[src/rtl/stage_fetch_pkg.sv]
// Shared types and constants for the fetch stage.
package stage_fetch_pkg;

  localparam logic [31:0] RESET_VECTOR    = 32'h0000_0000;
  localparam logic [31:0] IMEM_WORD_BYTES = 32'd4;
  localparam int          ENTRY_WIDTH     = 64;

  // One buffered instruction together with the PC it was fetched from.
  typedef struct packed {
    logic [31:0] pc;
    logic [31:0] insn;
  } fetch_entry_t;

  // Force an address onto a word boundary.
  function automatic logic [31:0] word_align(input logic [31:0] addr);
    return addr & ~(IMEM_WORD_BYTES - 32'd1);
  endfunction

endpackage

[src/rtl/stage_fetch_if.sv]
// Bundle of the instruction-memory, redirect and decode-facing signals of the
// fetch stage. The master side is the fetch stage itself.
interface stage_fetch_if;

  logic        imem_req;
  logic [31:0] imem_addr;
  logic        imem_gnt;
  logic        imem_rvalid;
  logic [31:0] imem_rdata;
  logic        fe_redirect;
  logic [31:0] fe_target;
  logic        de_stall;
  logic        de_valid;
  logic [31:0] de_insn;
  logic [31:0] de_pc;

  modport master (
    output imem_req, imem_addr,
    input  imem_gnt, imem_rvalid, imem_rdata,
    input  fe_redirect, fe_target,
    input  de_stall,
    output de_valid, de_insn, de_pc
  );

  modport slave (
    input  imem_req, imem_addr,
    output imem_gnt, imem_rvalid, imem_rdata,
    output fe_redirect, fe_target,
    output de_stall,
    input  de_valid, de_insn, de_pc
  );

endinterface

[src/rtl/stage_fetch_fifo.sv]
// Small synchronous FIFO holding fetched {pc, insn} entries. Flush wins over
// push and pop; a push into a full FIFO is accepted only alongside a pop.
module fetch_fifo #(
  parameter int DEPTH = 4,
  parameter int WIDTH = 64
) (
  input  logic                     clk,
  input  logic                     reset,
  input  logic                     push,
  input  logic                     pop,
  input  logic                     flush,
  input  logic [WIDTH-1:0]         din,
  output logic                     full,
  output logic                     empty,
  output logic [$clog2(DEPTH):0]   count,
  output logic [WIDTH-1:0]         head
);

  localparam int             AW         = $clog2(DEPTH);
  localparam logic [AW:0]    FULL_COUNT = (AW + 1)'(DEPTH);

  logic [WIDTH-1:0] mem [DEPTH];
  logic [AW-1:0]    rd_ptr;
  logic [AW-1:0]    wr_ptr;
  logic             do_push;
  logic             do_pop;

  assign empty   = (count == '0);
  assign full    = (count == FULL_COUNT);
  assign do_pop  = pop & ~empty;
  assign do_push = push & (~full | do_pop);
  assign head    = mem[rd_ptr];

  // Pointer and occupancy tracking; flush and reset both empty the FIFO.
  always_ff @(posedge clk) begin
    if (reset || flush) begin
      rd_ptr <= '0;
      wr_ptr <= '0;
      count  <= '0;
    end else begin
      if (do_push) wr_ptr <= wr_ptr + AW'(1);
      if (do_pop)  rd_ptr <= rd_ptr + AW'(1);
      count <= count + {{AW{1'b0}}, do_push} - {{AW{1'b0}}, do_pop};
    end
  end

  // Storage array; stale contents are never visible because empty gates the head.
  always_ff @(posedge clk) begin
    if (do_push) mem[wr_ptr] <= din;
  end

endmodule

[src/rtl/stage_fetch.sv]
// First pipeline stage: issues in-order word fetches, buffers returned words
// with their PCs, and presents them to decode. A redirect flushes the buffer
// and marks every outstanding request as wrong-path so its response is dropped.
module stage_fetch
  import stage_fetch_pkg::*;
#(
  parameter logic [31:0] RESET_PC = RESET_VECTOR,
  parameter int          DEPTH    = 4
) (
  input logic           clk,
  input logic           reset,
  stage_fetch_if.master bus
);

  localparam int          CW        = $clog2(DEPTH) + 1;
  localparam logic [CW:0] DEPTH_OCC = (CW + 1)'(DEPTH);

  logic [31:0]            fetch_pc;
  logic [31:0]            resp_pc;
  logic [31:0]            target_pc;
  logic [CW-1:0]          inflight;
  logic [CW-1:0]          inflight_next;
  logic [CW-1:0]          discard;
  logic [CW-1:0]          fifo_count;
  logic [CW:0]            occupancy;
  logic                   pop;
  logic                   push;
  logic                   issue;
  logic                   resp;
  logic                   fifo_full;
  logic                   fifo_empty;
  logic [ENTRY_WIDTH-1:0] push_data;
  logic [ENTRY_WIDTH-1:0] head_data;
  fetch_entry_t           head;

  // Credit: requests in flight plus buffered words never exceed DEPTH, so a
  // returning word always has a slot waiting for it.
  assign target_pc     = word_align(bus.fe_target);
  assign pop           = ~fifo_empty & ~bus.de_stall;
  assign occupancy     = {1'b0, inflight} + {1'b0, fifo_count} - {{CW{1'b0}}, pop};
  assign bus.imem_req  = ~reset & ~bus.fe_redirect & (occupancy < DEPTH_OCC);
  assign bus.imem_addr = fetch_pc;
  assign issue         = bus.imem_req & bus.imem_gnt;
  assign resp          = bus.imem_rvalid & (inflight != '0);
  assign push          = resp & (discard == '0) & ~bus.fe_redirect;
  assign inflight_next = inflight + {{(CW-1){1'b0}}, issue} - {{(CW-1){1'b0}}, resp};
  assign push_data     = {resp_pc, bus.imem_rdata};
  assign head          = fetch_entry_t'(head_data);

  assign bus.de_valid  = ~fifo_empty;
  assign bus.de_insn   = fifo_empty ? 32'd0 : head.insn;
  assign bus.de_pc     = fifo_empty ? 32'd0 : head.pc;

  // Request and response PCs; a redirect retargets both at once.
  always_ff @(posedge clk) begin
    if (reset) begin
      fetch_pc <= RESET_PC;
      resp_pc  <= RESET_PC;
    end else if (bus.fe_redirect) begin
      fetch_pc <= target_pc;
      resp_pc  <= target_pc;
    end else begin
      if (issue) fetch_pc <= fetch_pc + IMEM_WORD_BYTES;
      if (push)  resp_pc  <= resp_pc + IMEM_WORD_BYTES;
    end
  end

  // Outstanding-request bookkeeping; on redirect everything still in flight
  // after this cycle becomes wrong-path.
  always_ff @(posedge clk) begin
    if (reset) begin
      inflight <= '0;
      discard  <= '0;
    end else begin
      inflight <= inflight_next;
      if (bus.fe_redirect) begin
        discard <= inflight_next;
      end else if (resp && (discard != '0)) begin
        discard <= discard - CW'(1);
      end
    end
  end

  fetch_fifo #(
    .DEPTH (DEPTH),
    .WIDTH (ENTRY_WIDTH)
  ) u_fifo (
    .clk   (clk),
    .reset (reset),
    .push  (push),
    .pop   (pop),
    .flush (bus.fe_redirect),
    .din   (push_data),
    .full  (fifo_full),
    .empty (fifo_empty),
    .count (fifo_count),
    .head  (head_data)
  );

`ifndef SYNTHESIS
  // Memory must not answer a request that was never issued.
  a_no_orphan_resp : assert property (@(posedge clk) disable iff (reset)
    !(bus.imem_rvalid && (inflight == '0)));

  // The credit rule keeps the buffer from overflowing.
  a_no_overflow : assert property (@(posedge clk) disable iff (reset)
    !(push && fifo_full && !pop));
`endif

endmodule

[src/flat_wrapper.sv]
// flat-port wrapper written by rule: the top's interface ports become plain ports
module stage_fetch_flat import stage_fetch_pkg::*;
#(
  parameter logic [31:0] RESET_PC = RESET_VECTOR,
  parameter int          DEPTH    = 4
)
  (clk, reset, bus_imem_req, bus_imem_addr, bus_imem_gnt, bus_imem_rvalid, bus_imem_rdata, bus_fe_redirect, bus_fe_target, bus_de_stall, bus_de_valid, bus_de_insn, bus_de_pc);
  stage_fetch_if bus_i ();
  input logic clk;
  input logic reset;
  output wire logic [$bits(bus_i.imem_req)-1:0] bus_imem_req;
  output wire logic [$bits(bus_i.imem_addr)-1:0] bus_imem_addr;
  input wire logic [$bits(bus_i.imem_gnt)-1:0] bus_imem_gnt;
  input wire logic [$bits(bus_i.imem_rvalid)-1:0] bus_imem_rvalid;
  input wire logic [$bits(bus_i.imem_rdata)-1:0] bus_imem_rdata;
  input wire logic [$bits(bus_i.fe_redirect)-1:0] bus_fe_redirect;
  input wire logic [$bits(bus_i.fe_target)-1:0] bus_fe_target;
  input wire logic [$bits(bus_i.de_stall)-1:0] bus_de_stall;
  output wire logic [$bits(bus_i.de_valid)-1:0] bus_de_valid;
  output wire logic [$bits(bus_i.de_insn)-1:0] bus_de_insn;
  output wire logic [$bits(bus_i.de_pc)-1:0] bus_de_pc;
  assign bus_imem_req = bus_i.imem_req;
  assign bus_imem_addr = bus_i.imem_addr;
  assign bus_i.imem_gnt = bus_imem_gnt;
  assign bus_i.imem_rvalid = bus_imem_rvalid;
  assign bus_i.imem_rdata = bus_imem_rdata;
  assign bus_i.fe_redirect = bus_fe_redirect;
  assign bus_i.fe_target = bus_fe_target;
  assign bus_i.de_stall = bus_de_stall;
  assign bus_de_valid = bus_i.de_valid;
  assign bus_de_insn = bus_i.de_insn;
  assign bus_de_pc = bus_i.de_pc;
  stage_fetch #(.RESET_PC(RESET_PC), .DEPTH(DEPTH)) u_core (.clk(clk), .reset(reset), .bus(bus_i));
endmodule
[config.mk]
export PLATFORM = sky130hd
export DESIGN_NAME = stage_fetch_flat
export DESIGN_NICKNAME = d
export VERILOG_FILES = /design/src/rtl/stage_fetch_pkg.sv /design/src/rtl/stage_fetch_if.sv /design/src/rtl/stage_fetch_fifo.sv /design/src/rtl/stage_fetch.sv /design/src/flat_wrapper.sv
export SDC_FILE = /design/constraint.sdc
export NUM_CORES = 1
export LEC_CHECK = 0
export BUFFER_PORTS_ARGS = -buffer_cell sky130_fd_sc_hd__buf_2
export CAP_MARGIN = 20
export CORE_MARGIN = 1
export CORE_UTILIZATION = 58
export DETAILED_ROUTE_END_ITERATION = 12
export PLACE_DENSITY = 0.79
export SLEW_MARGIN = 40
export SYNTH_ARGS = -nofsm -noshare
export SYNTH_HDL_FRONTEND = slang
export SYNTH_HIERARCHICAL = 1
export SYNTH_SLANG_ARGS = --single-unit
[constraint.sdc]
create_clock -name clk -period 5.8 [get_ports clk]
set_input_delay 1.74 -clock clk [delete_from_list [all_inputs] [get_ports clk]]
set_output_delay 1.74 -clock clk [all_outputs]
set_load 0.01 [all_outputs]
# ---- Yosys cells after proc, flatten, opt, wreduce, memory -nomap -nowiden
# Memory sizes are Yosys's and may differ from the RTL's. A register that Yosys moved wholly into a read port is not among the register bits.
# Index checks and enable logic that the tools add are counted.
dict set report classes {
  addsub 11
  n_bitwise 15
  muxes 12
  eq_ne 1
  n_reduce_logical 10
  n_lt_le_gt_ge 1
}
# op count
set ops {}
lappend ops {{$mux 32} 6}
lappend ops {{$add 32x3->32 const B} 2}
lappend ops {{$and 1x1->1} 9}
lappend ops {{$add 3x1->3} 2}
lappend ops {{$logic_not 3->1} 2}
lappend ops {{$mux 3} 2}
lappend ops {{$reduce_bool 2->1} 3}
lappend ops {{$reduce_bool 3->1} 2}
lappend ops {{$sub 3x1->3} 2}
lappend ops {{$not 1->1} 5}
lappend ops {{$add 2x1->2 const B} 2}
lappend ops {{$add 3x3->4} 1}
lappend ops {{$lt 4x3->1 const B} 1}
lappend ops {{$mux 2} 2}
lappend ops {{$sub 4x1->4} 1}
lappend ops {{$eq 3x3->1 const B} 1}
lappend ops {{$sub 3x1->3 const B} 1}
lappend ops {{$mux 1} 2}
lappend ops {{$reduce_or 2->1} 1}
lappend ops {{$logic_and 1x1->1} 1}
lappend ops {{$logic_or 1x1->1} 1}
lappend ops {{$or 1x1->1} 1}
dict set report word_totals {
  mem_count 1
  output_inout_bits 98
  register_bits 77
  mem_bits_rw 256
}
# memory depth word_bits rd rd_clocked_by_memory_dff write_ports line
set memory_table {}
lappend memory_table {u_core.u_fifo.mem 4 64 1 1 1 stage_fetch_fifo.sv:22} ;# logic [WIDTH-1:0] mem [DEPTH];

# ---- Longest topological paths before layout
# Gate-level depths: netlist (run 1).
dict set report depth {
  ltp_word 10
  ltp_mapped 18
}

# ---- Cells and area by module
# Netlist (run 1), hierarchy kept.
# mod area_per_inst_um2 n_inst cells_per_inst
set modules_own_cells {}
lappend modules_own_cells {fetch_fifo 9689.3 1 382}
lappend modules_own_cells {stage_fetch 4424.2 1 576}

# ---- Least setup slack after synthesis (run 1)
# OpenSTA, ideal clock, no wires.
dict set report synth_timing {
  kind {input-to-output}
  from {input bus_de_stall}
  to {output bus_imem_req}
  required_ns 4.060
  setup_slack_ns 0.663
  arrival_ns 3.397
  path_stages 8
  cell_sequence {nor2_1 > ha_1 > inv_1 > ha_1 > and3b_1 > nor4_1 > nor2_1 > nor3_1}
}
dict set report synth_via {
  elab_chain_len 5
}
# item line
set synth_rtl {}
lappend synth_rtl {{from (decl)} flat_wrapper.sv:18} ;# input wire logic [$bits(bus_i.de_stall)-1:0] bus_de_stall;
lappend synth_rtl {{$not 1->1} stage_fetch.sv:39} ;# assign pop = ~fifo_empty & ~bus.de_stall;
lappend synth_rtl {{$and 1x1->1} stage_fetch.sv:39}
lappend synth_rtl {{$sub 4x1->4} stage_fetch.sv:40} ;# assign occupancy = {1'b0, inflight} + {1'b0, fifo_count} - {{CW{1'b0}}, pop};
lappend synth_rtl {{$lt 4x3->1} stage_fetch.sv:41} ;# assign bus.imem_req = ~reset & ~bus.fe_redirect & (occupancy < DEPTH_OCC);
lappend synth_rtl {{$and 1x1->1} stage_fetch.sv:41}
lappend synth_rtl {{to (decl)} flat_wrapper.sv:11} ;# output wire logic [$bits(bus_i.imem_req)-1:0] bus_imem_req;
# Every way passes these cells.

# ---- Final worst setup path (run 1)
dict set report layout_timing {
  from {input bus_de_stall}
  to {output bus_imem_req}
}
dict set report layout_via {
  elab_chain_len 5
}
# item line
set layout_rtl {}
lappend layout_rtl {{$not 1->1} stage_fetch.sv:39}
lappend layout_rtl {{$and 1x1->1} stage_fetch.sv:39}
lappend layout_rtl {{net u_core.pop} stage_fetch.sv:26} ;# logic pop;
lappend layout_rtl {{$sub 4x1->4} stage_fetch.sv:40}
lappend layout_rtl {{$lt 4x3->1} stage_fetch.sv:41}
lappend layout_rtl {{$and 1x1->1} stage_fetch.sv:41}
# The timed path passes the listed nets, and every way through them passes these cells.

==> results of run 1 <==
## metal layers
| metal | vias to the layer above | global-route usage (%) | wire, um |
|---|---|---|---|
| met4 | 0 | 5.082 | 431 |
| met5 | - | 0 | 0 |
| met2 | 377 | 39.29 | 14250 |
| met1 | 4354 | 34.61 | 12820 |
| met3 | 42 | 3.832 | 2262 |
| li1 | 4052 | - | - |
## registers in the layout (all words and copies together) (netlist names), named ones only
| register | cells |
|---|---|
| u_core/u_fifo/mem | 256 |
| u_core/bus.imem_addr | 30 |
| u_core/resp_pc | 30 |
| u_core/discard | 3 |
| u_core/inflight | 3 |
| u_core/u_fifo/count | 3 |
| u_core/u_fifo/rd_ptr | 2 |
| u_core/u_fifo/wr_ptr | 2 |
## metrics by stage
stage / std cells / area (um^2) / setup WS [ns]
4_1_cts: 1469 / 16400 / 0.3642
5_1_grt: 1469 / 16400 / 0.09812
3_3_place_gp: 1411 / 15290 / 0.4315
6_report: 1469 / 16400 / 0.3680
3_5_place_dp: 1411 / 15300 / 0.3717
2_1_floorplan: 966 / 14140 / 0.6631
## worst reg2reg max path, cell delays in order (launching register included)
cell and delay, ns:
dfxtp_1 0.44, inv_1 0.10, ha_1 0.28, inv_1 0.04, ha_1 0.33, or4b_1 0.48, or4_4 0.46, nand2_4 0.18
inv_4 0.16, ha_1 0.33, inv_1 0.04, ha_1 0.18, fa_1 0.38, xnor2_1 0.15, a211oi_1 0.24
## power groups by stage
stage | logic [uW] | clock network, uW | registers, uW
after floorplan | 401 | 0 | 2790
after global placement | 581 | 0 | 2800
after detailed placement | 594 | 0 | 2810
after CTS | 600 | 2180 | 2760
after global routing | 665 | 2270 | 2780
final | 601 | 2140 | 2770
## cell type report
cell class | count | area [um^2] | area share (%)
Sequential cell | 331 | 9194 | 56.07
Multi-Input combinational cell | 558 | 4626 | 28.21
Timing Repair Buffer | 177 | 983.4 | 5.998
Clock buffer | 32 | 779.5 | 4.754
Tap cell | 319 | 399.1 | 2.434
Clock inverter | 26 | 315.3 | 1.923
Inverter | 26 | 100.1 | 0.6105
## worst min-delay path by stage
stage | from | to | slack (ns) | cells past startpoint
2_1_floorplan | u_core/u_fifo/wr_ptr[1]$_SDFFE_PP0P_ | u_core/u_fifo/wr_ptr[1]$_SDFFE_PP0P_ | 0.47 | 2
3_3_place_gp | u_core/u_fifo/wr_ptr[1]$_SDFFE_PP0P_ | u_core/u_fifo/wr_ptr[1]$_SDFFE_PP0P_ | 0.49 | 2
3_5_place_dp | u_core/u_fifo/wr_ptr[1]$_SDFFE_PP0P_ | u_core/u_fifo/wr_ptr[1]$_SDFFE_PP0P_ | 0.51 | 2
4_1_cts | u_core/u_fifo/wr_ptr[1]$_SDFFE_PP0P_ | u_core/u_fifo/wr_ptr[1]$_SDFFE_PP0P_ | 0.52 | 2
5_1_grt | u_core/u_fifo/wr_ptr[1]$_SDFFE_PP0P_ | u_core/u_fifo/wr_ptr[1]$_SDFFE_PP0P_ | 0.56 | 2
6_report | u_core/u_fifo/wr_ptr[1]$_SDFFE_PP0P_ | u_core/u_fifo/wr_ptr[1]$_SDFFE_PP0P_ | 0.51 | 2
==> impl_metrics.toml, run 1 <==
[cts]
clkTransAtPathRegs_ns = 0.06
cts_max_path_buffers = 3
cts_resized = 0
root_buffer = "clkbuf_16"
h-tree-depth = 1
cts_tree = "yes"
cts_inserted_buffers = 31
clock_latency_ns = 0.56
cts_hold_buf = 0
cts_sinks = 331
post_cts_buffers = 0

[layout]
final_core_util_pct = 69.24
layout_common_cells = "256 x edfxtp_1, 163 x buf_2, 73 x dfxtp_1"
finalNetCount = 1213
final_common_cell = "edfxtp_1"
diodes = 0
synthToLayoutAreaGrowth_pct = 16.24
fill_cells = 1597
final_layout_size_suffix_gt1_share_pct = 27.13

[pwr]
fin_total_pwr_uw = 5509
power.share.sequential_pct = 50.2
p_sw_share_pct = 23.43
p_leak_uw = 0.005703
switching_power_uw = 1291
peakVddDrop_uv = 240.1
clockPowerShare_pct = 38.9
p_comb_share_pct = 10.9
p_int_uw = 4218
powerDensity_nw_per_um2 = 336.0

[timing]
fmax_mhz = 184.1
final_hold_viol_count = 0
final.period_utilization_pct = 93.66
slew_viol_final = 0
rsz0062_at_grt = "false"
setup_tns_ns = 0
clock_skew_ns = 0.01375
min_period_ns = 5.432
holdWs_ns = 0.5096
setup_viol = 0
relSlewSlack_pct = 46.11
tightest_slew_ns = 0.8083

[grt]
grt_antenna_before_repair = 1
first_global_vias = 8491
grt_max_degree = 81
grt_first_pass_wirelength_um = 46130
grt_overflow = 0
grtUsageTotal_pct = 24.13

[die]
ios = 168
die_h_um = 158.0
die_w_um = 158.0
core_um2 = 23680
start_util_pct = 59.56
die_area_um2 = 24950
num_rows = 56

[setup_path]
critPathMaxStageDelay_ns = 0.41
critPathMaxFanout = 4
r2r-end = "u_core/discard[2]$_SDFFE_PP0P_"
path_cells = "buf_2, nor2_1, ha_1, inv_1, ha_1, and3b_1, nor4_1, nor2_1, nor3_1, buf_2"
ff2ff_path_depth = 14
critPathLaunch = "bus_de_stall"
worst-setup-path-type = "primary input to primary output"
endpoint_kind = "primary output"
rr_startpoint = "u_core/u_fifo/count[2]$_SDFF_PP0_"
ff2ff_setup_slack_ns = 1.94
cp.arrival_ns = 3.69
crit_end = "bus_imem_req"
cp_top_family = "simple AND/OR/NAND/NOR gates"
worst-endpoint-required_ns = 4.06
worst-path-stages = 10
cp_slowest_cell = "nor4_1"
cp_num_buf_inv = 3
cp-start-kind = "primary input"

[drt]
viasPerCell = 6.007
drt_pass1_iterations = 5
route.detailed.drc = 0
wl_per_cell_um = 20.26
ant_nets = 0
wl_um = 29770
vias = 8825
drtIter0Drc = 762

[placed_design]
gp_congestion = 0.9101
dp_hpwl_um = 18200
io_buffers = 163

[synth]
netlist_area_um2 = 14110
postSynthCellCount = 957
avgSynthCellArea_um2 = 14.74
synth_warnings = 6

[run_status]
run_status = "completed"

[job]
max_cap_viol_count = 0

[hold_path]
hold_class = "register to register"
Note: power is estimated with default switching activity, not from simulation.
==> run 2: changes to the inputs <==
ABC_AREA = 1   (was unset)
CORE_UTILIZATION = 59   (was 58)
CTS_CLUSTER_DIAMETER = 150   (was unset)
PLACE_DENSITY = 0.8   (was 0.79)
REMOVE_ABC_BUFFERS = 1   (was unset)
==> run 2 against run 1 <==
Worst hold slack better by 0.018 ns; critical endpoint unchanged; synthesized cell count up 68%; worst setup slack better by 0.41 ns; combinational power down 8.2%; highest routed layer unchanged; non-clock buffer count up 2; core utilization down 0.92 points.
==> impl_metrics.toml, run 2 <==
[layout]
final_layout_size_suffix_gt1_share_pct = 14.85
layout_common_cells = "284 x nor2_1, 258 x nand2_1, 256 x edfxtp_1"
largest_reg_flops = 256
top_register = "u_core/u_fifo/mem"
final_cells = 2108
finalNetCount = 1842
final_common_cell = "nor2_1"
synthToLayoutAreaGrowth_pct = 13.56
diodes = 0

[cts]
root_buffer = "clkbuf_16"
cts_hold_buf = 0
cts_tree = "yes"
cts_max_path_buffers = 3
clock_latency_ns = 0.55
cts_inserted_buffers = 31
cts_resized = 0
clkTransAtPathRegs_ns = 0.06
post_cts_buffers = 0
h-tree-depth = 1
cts_sinks = 331

[synth]
avgSynthCellArea_um2 = 9.436
netlist_area_um2 = 15190
postSynthCellCount = 1610
synth_warnings = 6

[pwr]
powerDensity_nw_per_um2 = 314.7
p_leak_uw = 0.006800
fin_total_pwr_uw = 5428
peakVddDrop_uv = 238.8

[grt]
grtUsageTotal_pct = 25.94
first_global_vias = 10970
grt_max_degree = 74
grt_antenna_before_repair = 0
grt_first_pass_wirelength_um = 54240
grt_overflow = 0

[timing]
tightest_slew_ns = 0.7978
holdWs_ns = 0.5277
fmax_mhz = 199.0
final_hold_viol_count = 0
clock_skew_ns = 0.01211
min_period_ns = 5.026
slew_viol_final = 0
relSlewSlack_pct = 46.81
setup_viol = 0
rsz0062_at_grt = "false"
final.period_utilization_pct = 86.65

[hold_path]
min-delay-start = "u_core/u_fifo/rd_ptr[0]$_SDFFE_PP0N_"
whs_path_depth = 2
hold_class = "register to register"

[drt]
wl_per_cell_um = 16.48
drtIter0Drc = 1125
vias = 11826
ant_nets = 0
wl_um = 34740
route.detailed.drc = 0
drt_pass1_iterations = 7
viasPerCell = 5.610

[setup_path]
critPathMaxStageDelay_ns = 0.29
ff2ff_path_depth = 18
worst-endpoint-required_ns = 4.06
rr_startpoint = "u_core/u_fifo/count[1]$_SDFF_PP0_"
cp_top_family = "simple AND/OR/NAND/NOR gates"
cp_slowest_cell = "ha_1"
critPathMaxFanout = 5
worst-path-stages = 10
cp.arrival_ns = 3.29
path_cells = "buf_2, nor2_1, ha_1, inv_1, ha_1, nand4_1, a21oi_1, nor2_2, and2_1, buf_2"
critPathLaunch = "bus_de_stall"
worst-setup-path-type = "primary input to primary output"
cp_num_buf_inv = 3
endpoint_kind = "primary output"
cp-start-kind = "primary input"

[run_status]
run_status = "completed"

[placed_design]
io_buffers = 163
gp_congestion = 0.9183
placedCellCount = 2051
dp_hpwl_um = 20740

[die]
start_util_pct = 60.16
num_rows = 58
ios = 168
core_um2 = 25250
die_area_um2 = 26390
die_h_um = 162.5
die_w_um = 162.5

[job]
max_cap_viol_count = 0
-- run 2: cell types whose count changed in the layout (fill, tap and decap cells not counted), sizes merged, moves of 64 or more --
cell / previous run / this run
inv: 28 / 171
mux4: 64 / 0
nand2: 69 / 262
nand3: 26 / 93
nor2: 32 / 303
nor2b: 69 / 0
o21ai: 6 / 162
o22ai: 0 / 70
-- run 2: report_power, final --
group	leakage [uW]	internal [uW]	switching, uW
registers	0.00295	2670	88.0
clock network	0.000521	1280	838
logic	0.00333	190	362
-- run 2: layer usage --
layer  share of wire (%)  GRT usage [%]
met1                  41          33.89
met2                  49          45.92
met3                 7.6          2.954
met4                 2.0          6.732
met5                   0              0
-- run 2: layout make-up --
type,count,area (um^2)
tap,330,412.9
multi-input combinational,1038,4951
fill,1899,8003
inverter,173,654.4
clock buffer,39,835.8
timing repair buffer,179,959.7
sequential,331,9194
clock inverter,18,244.0
-- run 2: worst min-delay path: cells and delay by family (launching register included) --
family	cells	cell delay, ns
compound gates	1	0.07
flops	1	0.32
simple gates	1	0.09
-- run 2: path summary, 6_finish.rpt --
kind / slack (ns) / endpoint
max: 0.77 / bus_imem_req
max reg2reg: 2.44 / u_core/discard[2]$_SDFFE_PP0P_
min reg2reg: 0.53 / u_core/u_fifo/rd_ptr[0]$_SDFFE_PP0N_
min: 0.53 / u_core/u_fifo/rd_ptr[0]$_SDFFE_PP0N_
-- run 2: through the flow --
step	util, %	area [um^2]	setup TNS (ns)	setup WS, ns
3_5_place_dp	64.04	16170	0	0.7641
4_1_cts	68.31	17250	0	0.7565
2_1_floorplan	-	14760	-57.15	-0.2233
6_report	68.31	17250	0	0.7741
3_3_place_gp	63.97	16160	0	0.8096
5_1_grt	68.31	17250	0	0.6159
==> run 3: changes to the inputs <==
ABC_AREA = 0   (was 1)
CORE_UTILIZATION = 60   (was 59)
CTS_BUF_LIST = sky130_fd_sc_hd__clkbuf_8   (was unset)
PLACE_DENSITY = 0.82   (was 0.8)
==> run 3 against run 2 <==
Fmax shrank 6.1%; clock power decreased by 14%; sequential power about the same; sequential share of layout area rose by 3.0 points; sequential cell count stayed put; largest cell class unchanged; cell area shrank 5.3%; first-iteration DRC count fell by 28%; critical path type unchanged; register-to-register slack worse by 0.45 ns.
==> impl_metrics.toml, run 3 (synthesized netlist as in run 1, its figures left out) <==
[run_status]
run_status = "completed"

[layout]
finalNetCount = 1239
register_area_um2 = 9196
layout_common_cells = "256 x edfxtp_1, 163 x buf_2, 73 x dfxtp_1"
final_layout_size_suffix_gt1_share_pct = 27.53
synthToLayoutAreaGrowth_pct = 15.85
top_register = "u_core/u_fifo/mem"
multi_input_area_um2 = 4617
final_common_cell = "edfxtp_1"
design_area_um2 = 16340
largest_reg_flops = 256
final_core_util_pct = 71.53
fill_cells = 1541

[cts]
clock_latency_ns = 0.57
cts_hold_buf = 0
root_buffer = "clkbuf_8"
post_cts_buffers = 0
cts_inserted_buffers = 52
cts_tree = "yes"
cts_sinks = 331
clkTransAtPathRegs_ns = 0.06
h-tree-depth = 2
cts_resized = 0
cts_max_path_buffers = 3

[grt]
grt_antenna_before_repair = 1
grt_overflow = 0
grtUsageTotal_pct = 25.94
first_global_vias = 9035
grt_first_pass_wirelength_um = 47870
grt_max_degree = 81

[pwr]
powerDensity_nw_per_um2 = 318.5
fin_total_pwr_uw = 5206
p_leak_uw = 0.005795
peakVddDrop_uv = 210.7

[timing]
relSlewSlack_pct = 44.61
slew_viol_final = 0
setup_viol = 0
setup_ws_ns = 0.4456
clock_skew_ns = 0.01097
tightest_slew_ns = 0.8309
fmax_mhz = 186.8
final.period_utilization_pct = 92.32
rsz0062_at_grt = "false"
min_period_ns = 5.354
final_hold_viol_count = 0

[placed_design]
io_buffers = 163
place_ws_ns = 0.4583
gp_congestion = 0.8741
dp_hpwl_um = 19310
place_area_um2 = 15300

[setup_path]
endpoint_kind = "primary output"
worst-endpoint-required_ns = 4.06
critPathMaxFanout = 4
cp.arrival_ns = 3.61
cp-start-kind = "primary input"
worst-setup-path-type = "primary input to primary output"

[drt]
wl_per_cell_um = 20.46
drt_pass1_iterations = 5
route.detailed.drc = 0
drtIter0Drc = 805
vias = 9094
viasPerCell = 6.027
wl_um = 30870
ant_nets = 0

[die]
start_util_pct = 61.74
die_w_um = 155.3
num_rows = 55
ios = 168
die_h_um = 155.3
core_um2 = 22850
die_area_um2 = 24130

[hold_path]
hold_class = "register to register"

[job]
max_cap_viol_count = 0
run 3: cell types whose count changed in the layout (fill, tap and decap cells not counted), moves of 50 or more:
| cell | change |
|---|---|
| nor2_1 | -252 |
| mux4_2 | +64 |
| a21oi_1 | -50 |
| o22ai_1 | -70 |
| clkbuf_8 | +55 |
| inv_1 | -120 |
| nand3_1 | -65 |
| o21ai_1 | -57 |
| nor2b_1 | +69 |
| o21ai_0 | -99 |
| nand2_1 | -191 |
run 3: worst max-delay path: stages:
cell     delay, ns
buf_2         0.11
nor2_1        0.21
ha_1          0.20
inv_1         0.04
ha_1          0.25
and3b_1       0.20
nor4_1        0.44
nor2_1        0.12
nor3_1        0.14
buf_2         0.15
run 3: report_power, final:
group,internal (uW),switching [uW],total (uW)
sequential,2680,80.1,2760
combinational,248,366,614
clock,961,869,1830
total,3890,1310,5210
run 3: metrics by stage:
stage,setup TNS [ns],instances,hold WS (ns)
after floorplan,-99.16,915,0.4709
after global placement,0,1408,0.4873
after detailed placement,0,1408,0.5042
after CTS,0,1506,0.5115
after global routing,0,1509,0.5469
final,0,1509,0.5127
run 3: area by class of cell:
cell class / instances / share of cell area [%]
Timing Repair Buffer: 182 / 6.416
Tap cell: 313 / 2.396
Clock inverter: 40 / 1.148
Clock buffer: 58 / 4.885
Sequential cell: 331 / 56.27
Multi-Input combinational cell: 558 / 28.25
Inverter: 26 / 0.6125
Antenna cell: 1 / 0.01531
run 3: final timing paths:
| kind | from | to | slack (ns) | cells after the start |
|---|---|---|---|---|
| worst min-delay path | u_core/u_fifo/wr_ptr[0]$_SDFFE_PP0P_ | u_core/u_fifo/wr_ptr[0]$_SDFFE_PP0P_ | 0.51 | 2 |
| worst max register to register | u_core/u_fifo/count[2]$_SDFF_PP0_ | u_core/discard[2]$_SDFFE_PP0P_ | 1.99 | 14 |
| worst max-delay path | bus_de_stall | bus_imem_req | 0.45 | 10 |
| worst min register to register | u_core/u_fifo/wr_ptr[0]$_SDFFE_PP0P_ | u_core/u_fifo/wr_ptr[0]$_SDFFE_PP0P_ | 0.51 | 2 |
run 3: layer usage:
metal | part of all wire, % | global-route usage, % | wire (um)
met5 | 0 | 0 | 0
met2 | 48 | 42.41 | 14740
met3 | 7.9 | 5.070 | 2435
met4 | 3.1 | 10.04 | 960
met1 | 41 | 34.68 | 12730
